==> config.mk <==
export PLATFORM = sky130hd
export DESIGN_NAME = timealign_nstage
export DESIGN_NICKNAME = d
export VERILOG_FILES = /design/src/rtl/timealign_nstage.sv
export SDC_FILE = /design/constraint.sdc
export NUM_CORES = 1
export LEC_CHECK = 0
export ABC_AREA = 0
export BUFFER_PORTS_ARGS = -buffer_cell sky130_fd_sc_hd__buf_4
export CORE_MARGIN = 8
export CORE_UTILIZATION = 34
export CTS_CLUSTER_DIAMETER = 40
export CTS_CLUSTER_SIZE = 10
export DETAILED_ROUTE_END_ITERATION = 8
export PLACE_DENSITY_LB_ADDON = 0.1
export REMOVE_ABC_BUFFERS = 1
export SLEW_MARGIN = 20
export SYNTH_ARGS = -nofsm -noshare
export SYNTH_HDL_FRONTEND = slang
export SYNTH_SLANG_ARGS = --single-unit
==> constraint.sdc <==
create_clock -name clk_i -period 1.9 [get_ports clk_i]
set_input_delay 0.57 -clock clk_i [delete_from_list [all_inputs] [get_ports clk_i]]
set_output_delay 0.57 -clock clk_i [all_outputs]
set_load 0.05 [all_outputs]
==> src/rtl/timealign_nstage.sv <==
// timealign_nstage: N-stage converter bit aligner advancing on valid beats; define TIMEALIGN_OUT_REG_EN to register dout_o/dout_valid_o
module timealign_nstage #(
   parameter int NUM_STAGES = 4,
   parameter int BITS_PER_STAGE = 3,
   localparam int DOUT_W = NUM_STAGES * BITS_PER_STAGE
) (
   input  logic              clk_i,
   input  logic              reset_i,
   input  logic              valid_i,
   input  logic [DOUT_W-1:0] stage_bits_i,
   input  logic              flush_i,
   output logic [DOUT_W-1:0] dout_o,
   output logic              dout_valid_o,
   output logic              aligned_o
);
   localparam int FW = $clog2(NUM_STAGES);
   localparam logic [FW-1:0] FILL_MAX = FW'(NUM_STAGES - 1);
   logic [FW-1:0] fill;
   logic [DOUT_W-1:0] aligned_word;
   logic [DOUT_W-1:0] dout_c;
   logic valid_c;
   always_ff @(posedge clk_i)
      if (reset_i || flush_i) fill <= '0;
      else if (valid_i && fill != FILL_MAX) fill <= fill + FW'(1);
   assign aligned_o = (fill == FILL_MAX) && !reset_i;
   assign valid_c = valid_i && aligned_o && !flush_i;
   assign dout_c = valid_c ? aligned_word : '0;
   genvar k;
   for (k = 0; k < NUM_STAGES; k++) begin : g_stage
      localparam int D = NUM_STAGES - 1 - k;
      localparam int LSB = (NUM_STAGES - 1 - k) * BITS_PER_STAGE;
      if (D == 0) begin : g_live
         assign aligned_word[LSB +: BITS_PER_STAGE] = stage_bits_i[LSB +: BITS_PER_STAGE];
      end else begin : g_dl
         // earlier stages wait D beats for the last stage of their sample
         logic [BITS_PER_STAGE-1:0] dl [D];
         always_ff @(posedge clk_i)
            if (reset_i || flush_i) dl <= '{default: '0};
            else if (valid_i) begin
               dl[0] <= stage_bits_i[LSB +: BITS_PER_STAGE];
               for (int j = 1; j < D; j++) dl[j] <= dl[j-1];
            end
         assign aligned_word[LSB +: BITS_PER_STAGE] = dl[D-1];
      end
   end
`ifdef TIMEALIGN_OUT_REG_EN
   always_ff @(posedge clk_i)
      if (reset_i || flush_i) begin
         dout_o <= '0;
         dout_valid_o <= 1'b0;
      end else begin
         dout_o <= dout_c;
         dout_valid_o <= valid_c;
      end
`else
   assign dout_o = dout_c;
   assign dout_valid_o = valid_c;
`endif
endmodule

# Word-level counts from Yosys, hierarchy flattened
# Cells that the tools add are included.
[totals]
regBits = 20
input_bits = 16
out_inout_bits = 14
[classes]
add_sub_neg = 1
eq_ne = 2
muxes = 1
reduce_logical = 7
[op_table]
columns = ["operator", "count"]
rows = [
  ["$mux W12", 1],
  ["$logic_and A1 B1 Y1", 4],
  ["$add A2 B1 Y2 const B", 1],
  ["$eq A2 B2 Y1 const B", 1],
  ["$logic_not A1 Y1", 2],
  ["$ne A2 B2 Y1 const B", 1],
  ["$logic_or A1 B1 Y1", 1],
]

# Longest topological paths before layout
# Gate-level depths: netlist (run 1).
[logic_depth]
word_depth = 5
depth_mapped = 5

# Worst setup path before layout (run 1)
# OpenSTA, ideal clock, no wires.
[synth_path]
kind = "input to output"
start = "in flush_i"
end = "out dout_o[0]"
t_arrival_ps = 1568
slack_ps = -238
stages = 4
cell_sequence = "or2_4 > nor2_4 > buf_6 > and2_1"
[synth_via]
elab_chain_len = 3
[synth_lines]
columns = ["item", "line", "source"]
rows = [
  ["start: declaration", "11", "input logic flush_i,"],
  ["$logic_not A1 Y1", "26", "assign valid_c = valid_i && aligned_o && !flush_i;"],
  ["$logic_and A1 B1 Y1", "26", ""],
  ["net dout_valid_o", "13", "output logic dout_valid_o,"],
  ["$mux W12", "27", "assign dout_c = valid_c ? aligned_word : '0;"],
  ["end: declaration", "12", "output logic [DOUT_W-1:0] dout_o,"],
]
# The timed path passes the listed nets, and every way through them passes these cells.

# Worst setup path in the final report (run 1)
[layout_path]
start = "in flush_i"
end = "out dout_o[10]"
[layout_via]
elab_chain_len = 3
[layout_lines]
columns = ["item", "line"]
rows = [
  ["$logic_not A1 Y1", "26"],
  ["$logic_and A1 B1 Y1", "26"],
  ["$mux W12", "27"],
]
# Every way passes these cells.

==> summary.md, run 1 <==
| Metric | Value |
|---|---|
| CTS Buf Count | 3 |
| Post-Syn Area | 845 um2 |
| Max_slew headroom | 78.6% |
| Detailed placer's ending HPWL | 1.21 mm |
| Fillers | 225 |
| Remaining DRCs | 0 |
| Worst EP required | 1.33 ns |
| Synthesized flop and latch total | 20 |
| VDD IR max | 467 uV |
| Main combinational cell family by area after synthesis | multiplexers |
| Largest net degree at the start of global routing | 21 |
| Reg2Reg Launch Point | fill[0] |
| Final nets | 134 |
| Multi-input logic area | 463 um2 |
| Antenna fix cells | 0 |
| Worst EP arrival | 1.47 ns |
| Total die area | 4330 um2 |
| Fin crit share | 107% |
| Critical Path Source Type | input port |
| Fin crit period | 2.04 ns |
| Setup violators final | 13 |
| Final GP Congestion | 0.668 |
| Most instantiated cells after synthesis | dfxtp_1 (20), nor2_1 (20), mux2i_1 (19) |
| WHS Endpoint | aligned_word[7] |
| Clock sinks | 20 |
| M3 GR Usage | 3.22% |
| Simple logic cell fraction of the synthesized area | 22.5% |
| Worst reg2reg path depth | 4 |
| Initial antenna violation count | 0 |
| Cell Area, Placed | 1070 um2 |
| XOR/XNOR Fraction of Synth Area | 1.04% |
| Max-capacitance violation count | 0 |
| TritonCTS clock tree | built |
| Max Freq | 491 MHz |
| DRT Pass-1 Iters | 2 |
| Fin. max-slew vios | 0 |
| Worst-path clk slew | 0.09 ns |
| Top fanout value on the critical path | 7 |
| Routed len/inst | 13.1 um |
| Mux share of post-synthesis cell area | 22.5% |
| Synth cell types | 14 |
| Yosys warnings | 0 |
| Top_reg_cell synth | dfxtp_1 |
| Met2 Use GR | 16.2% |
| Die outline height | 65.8 um |
| Clk_skew | 0.00341 ns |
| Critical Setup Path Class | in2out |
| Layer carrying the most global-route usage | met2 |
| Reg-to-reg endpoint | fill[1] |
| Site Rows | 18 |
| Synth Area in Adders | 1.48% |
| Detail Route Antenna Nets | 0 |
| Core ar. | 2410 um2 |
| RSZ-0062 raised after global routing | yes |
| Chip width | 65.8 um |
| Global-route wire length before repair | 3.10 mm |
| Hold_sp | aligned_word[7] |
| Hold Fails Final Rpt | 0 |
| Seq/Total Area, Yosys | 47.4% |
| PwrDens | 542 nW/um2 |
| Starting density of the core | 35.0% |
| Worst hold path class | reg2reg |
| Worst hold path cell count | 2 |
| Post-layout util | 53.2% |
| Avg Cell Area, Syn | 10.2 um2 |
| Syn Inst Count | 83 |
| Post-synthesis compound-gate area fraction | 0% |
| Via count | 642 |
| GR Layer Usage met1 | 9.66% |
| FF+latch area | 403 um2 |
| Drt total wl | 1.90 mm |
| Ranking of synthesized cells by area | dfxtp_1 (47%), mux2i_1 (23%), and2_1 (8.9%) |
| CTS H-tree lvls | 1 |
| Status | complete, but fails checks |
| Ports | 30 |
| IO buf count | 29 |
| Top cell type by total area after synthesis | dfxtp_1 |
| Failing checks | negative setup slack |
| Layout cells sized above 1 | 48.7% |
| Initial DRC count | 5 |
| Ys async rst share | 0% |
| Count of hold-fix buffers inserted at cts | 0 |
| Synth top area share | 47.4% |
| DR vias/cell | 4.43 |
| Root buf cell | clkbuf_4 |
| Congestion Overflow GR | 0 |
| Worst Tran Pin Value | 0.321 ns |
| Design area | 1280 um2 |
| Leak | 0.584 nW |
| Reg2reg setup slack | 0.80 ns |
| Setup WS post-layout | -0.136 ns |
| Vias in the first global route | 675 |
| Clk buf depth | 2 |
| Crit end category | output pin |
| Clock Latency Late Sink | 0.28 ns |
| Area grow syn2layout | 51.9% |
| Post-synth EDFFs | 0 |
| Global Route Usage Sum | 9.12% |
-- layer usage --
metal  share of wire, %  vias up
li1                   -      332
met3                7.7        2
met5                  0        -
met4               0.42        0
met1                 42      289
met2                 50       19
-- cell type report --
type | count | area share [%]
Multi-Input combinational cell | 59 | 36.1
Sequential cell | 20 | 31.4
Timing Repair Buffer | 33 | 27.8
Tap cell | 30 | 2.93
Clock buffer | 3 | 1.76
-- flip-flops by register name (all words and copies together) (netlist names) --
register / cells
g_stage.g_dl.dl: 12
aligned_word: 6
fill: 2
-- cell families (layout without fill, tap and decap cells) --
family	after synthesis	in the layout
xor gates and xnor gates	1	1
adders and majority gates	1	1
buffers and inverters	5	36
DFF	20	20
muxes	19	19
and+or+nand+nor	37	38
-- report_power, final --
part	internal, mW	total [mW]	switching (mW)	leakage, nW
clock	0.0735	0.183	0.110	0.0138
combinational	0.0458	0.0791	0.0333	0.407
sequential	0.428	0.433	0.00503	0.163
-- layout by cell type, fill, tap and decap left out, drive strengths merged --
cell type,netlist,routed
dfxtp,20,20
buf,4,33
clkbuf,1,3
or2,1,1
mux2i,19,19
and2b,1,1
and2,12,12
nor2b,1,1
xnor2,1,1
nor2,21,22
nand2,1,1
ha,1,1
-- timing repair --
item                       CTS  global route
resized for setup           43             5
setup buffers                1             1
pin swaps                    9             9
setup endpoints to repair   13            13
gates cloned                 1             0
-- per-stage QoR --
step / power, mW / setup slack, ns / hold slack (ns) / std cells / setup TNS (ns)
floorplan: 0.473 / -0.441 / 0.452 / 78 / -5.29
global placement: 0.513 / -0.207 / 0.466 / 139 / -2.34
detailed placement: 0.515 / -0.228 / 0.472 / 139 / -2.74
CTS: 0.711 / -0.131 / 0.499 / 144 / -1.39
global route: 0.738 / -0.184 / 0.516 / 145 / -2.12
finish: 0.695 / -0.136 / 0.498 / 145 / -1.64
-- critical path, cell delays in order --
cell and delay, ns:
buf_6 0.09, or2_4 0.27, nor2_4 0.22, and2_4 0.19
buf_8 0.14
-- worst max path at each step --
| stage | startpoint | to | slack, ns | cells after the start |
|---|---|---|---|---|
| finish | flush_i | dout_o[10] | -0.14 | 5 |
| global route | flush_i | dout_o[10] | -0.18 | 5 |
| CTS | reset_i | dout_o[10] | -0.13 | 5 |
| detailed placement | flush_i | dout_o[10] | -0.23 | 5 |
| global placement | flush_i | dout_o[10] | -0.21 | 5 |
| floorplan | flush_i | dout_o[0] | -0.44 | 3 |
No activity file was read; power rests on OpenSTA's default activity.
==> inputs of run 2 (changes only) <==
--- a/config.mk
+++ b/config.mk
@@ -12,7 +12,7 @@
 export CTS_CLUSTER_DIAMETER = 40
 export CTS_CLUSTER_SIZE = 10
 export DETAILED_ROUTE_END_ITERATION = 8
-export PLACE_DENSITY_LB_ADDON = 0.1
+export PLACE_DENSITY = 0.64
 export REMOVE_ABC_BUFFERS = 1
 export SLEW_MARGIN = 20
 export SYNTH_ARGS = -nofsm -noshare
==> constraint.sdc (replaced) <==
create_clock -name clk_i -period 1.9 [get_ports clk_i]
set_input_delay 0.57 -clock clk_i [delete_from_list [all_inputs] [get_ports clk_i]]
set_output_delay 0.57 -clock clk_i [all_outputs]
set_load 0.01 [all_outputs]
==> run 2 against run 1 <==
The run still ends with negative setup slack left. Wire length shrank 4.3%. First-iteration DRC count grew 40%. Register-to-register slack is essentially flat. Die area is the same. Power grew 7.8%. Utilization shrank 2.9 points.
==> summary.md, run 2 (synthesized netlist as in run 1, its figures left out) <==
| Metric | Value |
|---|---|
| Status | complete, but fails checks |
| Failing checks | negative setup slack |
| Final GP Congestion | 0.698 (+4.4%) |
| Critical Path End | dout_o[10] |
| Largest register FFs | 12 (unchanged) |
| Worst-path clk slew | 0.11 ns (+0.02 ns) |
| Starting density of the core | 35.0% (unchanged) |
| Setup violators final | 9 (-4) |
| Root buf cell | clkbuf_4 |
| Max Freq | 500 MHz (+1.9%) |
| Setup Buffers After CTS | 0 (-1) |
| DR vias/cell | 4.39 (-0.87%) |
| DRT Pass-1 Iters | 3 (+1) |
| Largest net degree at the start of global routing | 21 (unchanged) |
| Initial antenna violation count | 0 (unchanged) |
| CTS Buf Count | 3 (unchanged) |
| Reg-to-reg endpoint | fill[1] |
| Critical Path Source Type | input port |
| Leak | 0.561 nW (-3.9%) |
| Fin. max-slew vios | 0 (unchanged) |
| PwrDens | 618 nW/um2 (+14%) |
| Die outline height | 65.8 um (unchanged) |
| VDD IR max | 471 uV (+0.71%) |
| Total die area | 4330 um2 (unchanged) |
| WL met3 | 115 um (-21%) |
| Global Route Usage Sum | 8.57% (-0.55 points) |
| Clk_skew | 0.00170 ns (-0.00171 ns) |
| Highest routed layer | met4 |
| Ports | 30 (unchanged) |
| Crit end category | output pin |
| Clk buf depth | 2 (unchanged) |
| IO buf count | 29 (unchanged) |
| Reg2Reg Launch Point | fill[1] |
| Core ar. | 2410 um2 (unchanged) |
| Vias in the first global route | 671 (-0.59%) |
| Initial DRC count | 7 (+2) |
| Post-layout util | 50.3% (-2.9 points) |
| Remaining DRCs | 0 (unchanged) |
| Worst EP required | 1.33 ns (about the same) |
| CTS H-tree lvls | 1 (unchanged) |
| Worst EP arrival | 1.43 ns (-0.04 ns) |
| Worst hold path class | reg2reg |
| Critical Setup Path Class | in2out |
| Chip width | 65.8 um (unchanged) |
| Worst Tran Pin Value | 0.308 ns (-0.0136 ns) |
| Hold_sp | g_stage[1].g_dl.dl[4] |
| Site Rows | 18 (unchanged) |
| Hold Fails Final Rpt | 0 (unchanged) |
| Routed len/inst | 12.6 um (-3.6%) |
| Via count | 632 (-1.6%) |
| Top fanout value on the critical path | 7 (unchanged) |
| Most frequent cells in the layout | nor2_1 (20), mux2i_1 (19), buf_4 (19) |
| Clock sinks | 20 (unchanged) |
| Drt total wl | 1.82 mm (-4.3%) |
| Final nets | 132 (-1.5%) |
| Worst Setup SP | flush_i |
| Met2 WL | 956 um (+0.74%) |
| Area grow syn2layout | 43.6% |
| Most flops, register | g_stage.g_dl.dl |
| TritonCTS clock tree | built |
| Setup WS post-layout | -0.0990 ns (+0.0371 ns) |
| Layout cells sized above 1 | 46.5% (-2.2 points) |
| Detail Route Antenna Nets | 0 (unchanged) |
| Reg2reg setup slack | 0.79 ns (about the same) |
| Antenna fix cells | 0 (unchanged) |
| Max_slew headroom | 79.5% (+0.90 points) |
| Clock Latency Late Sink | 0.29 ns (about the same) |
| Fin crit share | 105% (-2.0 points) |
| WHS | 0.500 ns (+0.00287 ns) |
| Most common cell after layout, fill and taps aside | nor2_1 |
| Max-capacitance violation count | 0 (unchanged) |
| Detailed placer's ending HPWL | 1.26 mm (+4.0%) |
| RSZ-0062 raised after global routing | yes |
| Worst reg2reg path depth | 4 (unchanged) |
| Fin crit period | 2.00 ns (-0.0371 ns) |
| Congestion Overflow GR | 0 (unchanged) |
| Met1 wire length | 736 um (-7.8%) |
| Global-route wire length before repair | 2.89 mm (-6.7%) |
-- run 2: cell types whose count changed in the layout (fill, tap and decap cells not counted) --
cell      change
buf_8        -13
buf_6         +9
and2_1        +2
and2_4        -2
buf_4         +2
clkbuf_8      +1
-- run 2: final cells by class --
| type | count | area [um2] |
|---|---|---|
| fillers | 226 | 1200 |
| multi-input cells | 59 | 458 |
| flip-flops and latches | 20 | 403 |
| repair buffers | 31 | 278 |
| well taps | 30 | 37.5 |
| clock buffers | 4 | 36.3 |
-- run 2: power breakdown --
part / switching (mW) / total, mW / internal, mW
Combinational: 0.0313 / 0.0758 / 0.0445
Sequential: 0.00503 / 0.433 / 0.428
Clock: 0.124 / 0.240 / 0.117
Total: 0.160 / 0.749 / 0.590
-- run 2: timing repair --
action | CTS | global route
gates resized for setup | 16 | 13
hold buffers | 0 | 0
gates cloned | 1 | 0
pin swaps | 10 | 12
endpoints found under the setup margin | 13 | 12
-- run 2: per-layer routing --
| metal | vias up | track usage [%] |
|---|---|---|
| li1 | 331 | - |
| met1 | 283 | 9.00 |
| met2 | 16 | 14.6 |
| met3 | 2 | 2.37 |
| met4 | 0 | 5.72 |
| met5 | - | 0 |
-- run 2: worst min path at each step --
stage	endpoint	slack, ns	cells after the start
CTS	g_stage[2].g_dl.dl[2]	0.49	3
global route	g_stage[2].g_dl.dl[2]	0.51	3
floorplan	aligned_word[10]	0.45	2
detailed placement	aligned_word[6]	0.47	2
global placement	aligned_word[9]	0.47	2
finish	g_stage[1].g_dl.dl[4]	0.50	2
-- run 2: through the flow --
step | TNS, ns | cell area (um2) | std cells | setup WS, ns | total power, mW
floorplan | 0 | 802 | 78 | 0.0253 | 0.473
global placement | -1.53 | 1070 | 139 | -0.130 | 0.513
detailed placement | -1.70 | 1070 | 139 | -0.148 | 0.515
CTS | -0.475 | 1170 | 144 | -0.0627 | 0.763
global route | -1.31 | 1210 | 144 | -0.146 | 0.785
finish | -0.664 | 1210 | 144 | -0.0990 | 0.749
-- run 2: worst max-delay path: stages --
cell and delay, ns:
buf_6 0.09, or2_4 0.27, nor2_4 0.22, and2_4 0.19
buf_6 0.09
==> inputs of run 3 (changes only) <==
==> constraint.sdc (replaced) <==
create_clock -name clk_i -period 2.55 [get_ports clk_i]
set_input_delay 0.765 -clock clk_i [delete_from_list [all_inputs] [get_ports clk_i]]
set_output_delay 0.765 -clock clk_i [all_outputs]
set_load 0.01 [all_outputs]
==> run 3 against run 2 <==
The run now ends clean. Hold slack worse by 0.0089 ns. Sequential cell count unchanged. Global-route usage down 0.63 points. Via count down 0.79%. Clock power down 42%. First-iteration DRC count down 29%. Wire length down 8.9%. Cell area down 9.7%. Count of clock-buffer cells in the layout down 1. Non-clock buffer count unchanged. Largest cell class unchanged.
==> summary.md, run 3 (synthesized netlist as in run 1, its figures left out) <==
| Metric | Value |
|---|---|
| CTS Buf Count | 3 (unchanged) |
| Most common cell after layout, fill and taps aside | buf_4 |
| Congestion Overflow GR | 0 (unchanged) |
| Leak | 0.522 nW (-6.9%) |
| Design area | 1090 um2 (-9.7%) |
| Sum Neg Setup Slack | 0 ns (+0.664 ns) |
| Fin. max-slew vios | 0 (unchanged) |
| Max_slew headroom | 79.8% (+0.29 points) |
| Die outline height | 65.8 um (unchanged) |
| Clk buf depth | 2 (unchanged) |
| Detail Route Antenna Nets | 0 (unchanged) |
| Core ar. | 2410 um2 (unchanged) |
| Total die area | 4330 um2 (unchanged) |
| Hold_sp | aligned_word[9] |
| Clock Latency Late Sink | 0.28 ns (about the same) |
| Most flops, register | g_stage.g_dl.dl |
| TritonCTS clock tree | built |
| Critical Path Source Type | input port |
| Setup Buffers After CTS | 0 (unchanged) |
| Cell chain of the critical path | buf_4, or2_4, nor2_4, and2_1, buf_4 |
| Setup violators final | 0 (-9) |
| Reg2Reg Launch Point | fill[0] |
| Bufs and invs on worst path | 2 (unchanged) |
| IO buf count | 29 (unchanged) |
| Count of hold-fix buffers inserted at cts | 0 (unchanged) |
| Worst Setup SP | flush_i |
| Global-route wire length before repair | 2.71 mm (-6.2%) |
| Layout cells sized above 1 | 33.0% (-13 points) |
| Global Route Usage Sum | 7.94% (-0.63 points) |
| Hold Fails Final Rpt | 0 (unchanged) |
| Ports | 30 (unchanged) |
| Fillers | 253 (+12%) |
| Vias in the first global route | 637 (-5.1%) |
| Worst Tran Pin Value | 0.303 ns (-0.00436 ns) |
| Crit end category | output pin |
| CP dominant cell by count | buf_4 |
| Critical Path Max Stage Delay | 0.25 ns (-0.02 ns) |
| Worst EP required | 1.79 ns (+0.46 ns) |
| Clk_skew | 0.00312 ns (+0.00142 ns) |
| Multi-input logic area | 402 um2 (-12%) |
| Antenna fix cells | 0 (unchanged) |
| Final nets | 131 (-0.76%) |
| FF+latch area | 400 um2 (-0.62%) |
| Most frequent cells in the layout | buf_4 (31), nor2_1 (20), dfxtp_1 (20) |
| Fin crit period | 2.42 ns |
| Final GP Congestion | 0.698 (about the same) |
| Status | completed |
| Routed len/inst | 11.7 um (-7.6%) |
| Clock sinks | 20 (unchanged) |
| Max-capacitance violation count | 0 (unchanged) |
| Root buf cell | clkbuf_4 |
| VDD IR max | 271 uV (-42%) |
| Cell Area, Placed | 1070 um2 (unchanged) |
| Fin crit share | 94.8% |
| Max Freq | 414 MHz |
| Worst EP arrival | 1.65 ns (+0.22 ns) |
| Via count | 627 (-0.79%) |
| Top fanout value on the critical path | 13 (+6) |
| Worst hold path class | reg2reg |
| PostCTS Resize Cnt | 0 (-16) |
| CTS H-tree lvls | 1 (unchanged) |
| RSZ-0062 raised after global routing | no |
| Starting density of the core | 35.0% (unchanged) |
| Site Rows | 18 (unchanged) |
| Worst path slowest cell | or2_4 |
| Remaining DRCs | 0 (unchanged) |
| Initial antenna violation count | 0 (unchanged) |
| PwrDens | 470 nW/um2 (-24%) |
| Worst-path clk slew | 0.10 ns (about the same) |
| DR vias/cell | 4.42 (+0.61%) |
| Largest register FFs | 12 (unchanged) |
| DRT Pass-1 Iters | 4 (+1) |
| Largest net degree at the start of global routing | 21 (unchanged) |
| Area grow syn2layout | 29.6% |
| Drt total wl | 1.66 mm (-8.9%) |
| Detailed placer's ending HPWL | 1.25 mm (-0.80%) |
| Initial DRC count | 5 (-2) |
| CP top delay family | simple AND/OR/NAND/NOR gates |
| Chip width | 65.8 um (unchanged) |
| Critical Setup Path Class | in2out |
[run 3: changes by cell type in the layout (fill, tap and decap cells not counted), sizes merged]
cell	before	now
nor2	22	21
clkbuf	4	3
[run 3: report_power, final]
| group | internal [mW] | switching [mW] |
|---|---|---|
| Combinational | 0.0316 | 0.0218 |
| Clock | 0.0548 | 0.0839 |
| Sequential | 0.319 | 0.00315 |
[run 3: cell type report]
cell class              count  share of cell area [%]
repair buffers             31                    21.3
clock buffers               3                    2.06
well taps                  30                    3.43
multi-input cells          58                    36.7
flip-flops and latches     20                    36.6
[run 3: final timing paths]
check / depth (start not counted) / to / slack (ns)
setup reg to reg: 4 / fill[1] / 1.41
hold reg to reg: 2 / aligned_word[9] / 0.49
hold / removal: 2 / aligned_word[9] / 0.49
setup / recovery: 5 / dout_o[6] / 0.13
[run 3: layer usage]
metal  up-vias  track usage [%]  part of all wire [%]
li1        327                -                     -
met2        16             13.6                    51
met3         2             2.88                   6.8
met5         -                0                     0
met4         0             4.09                  0.60
met1       282             8.30                    41
[run 3: per-stage QoR]
| stage | setup WS [ns] | util, % | std cells | hold WS [ns] | total power [mW] |
|---|---|---|---|---|---|
| finish | 0.133 | 45.4 | 142 | 0.492 | 0.514 |
| global route | 0.0441 | 45.4 | 142 | 0.525 | 0.542 |
| CTS | 0.106 | 45.4 | 142 | 0.499 | 0.526 |
| detailed placement | 0.110 | 44.5 | 139 | 0.474 | 0.384 |
| global placement | 0.130 | 44.5 | 139 | 0.467 | 0.382 |
| floorplan | 0.285 | - | 78 | 0.452 | 0.352 |
[run 3: tightest hold or removal path: cells and delay by family, from the launching register on]
family | cells | cell delay [ns]
and+or+nand+nor | 1 | 0.07
DFF | 1 | 0.33
muxes | 1 | 0.06
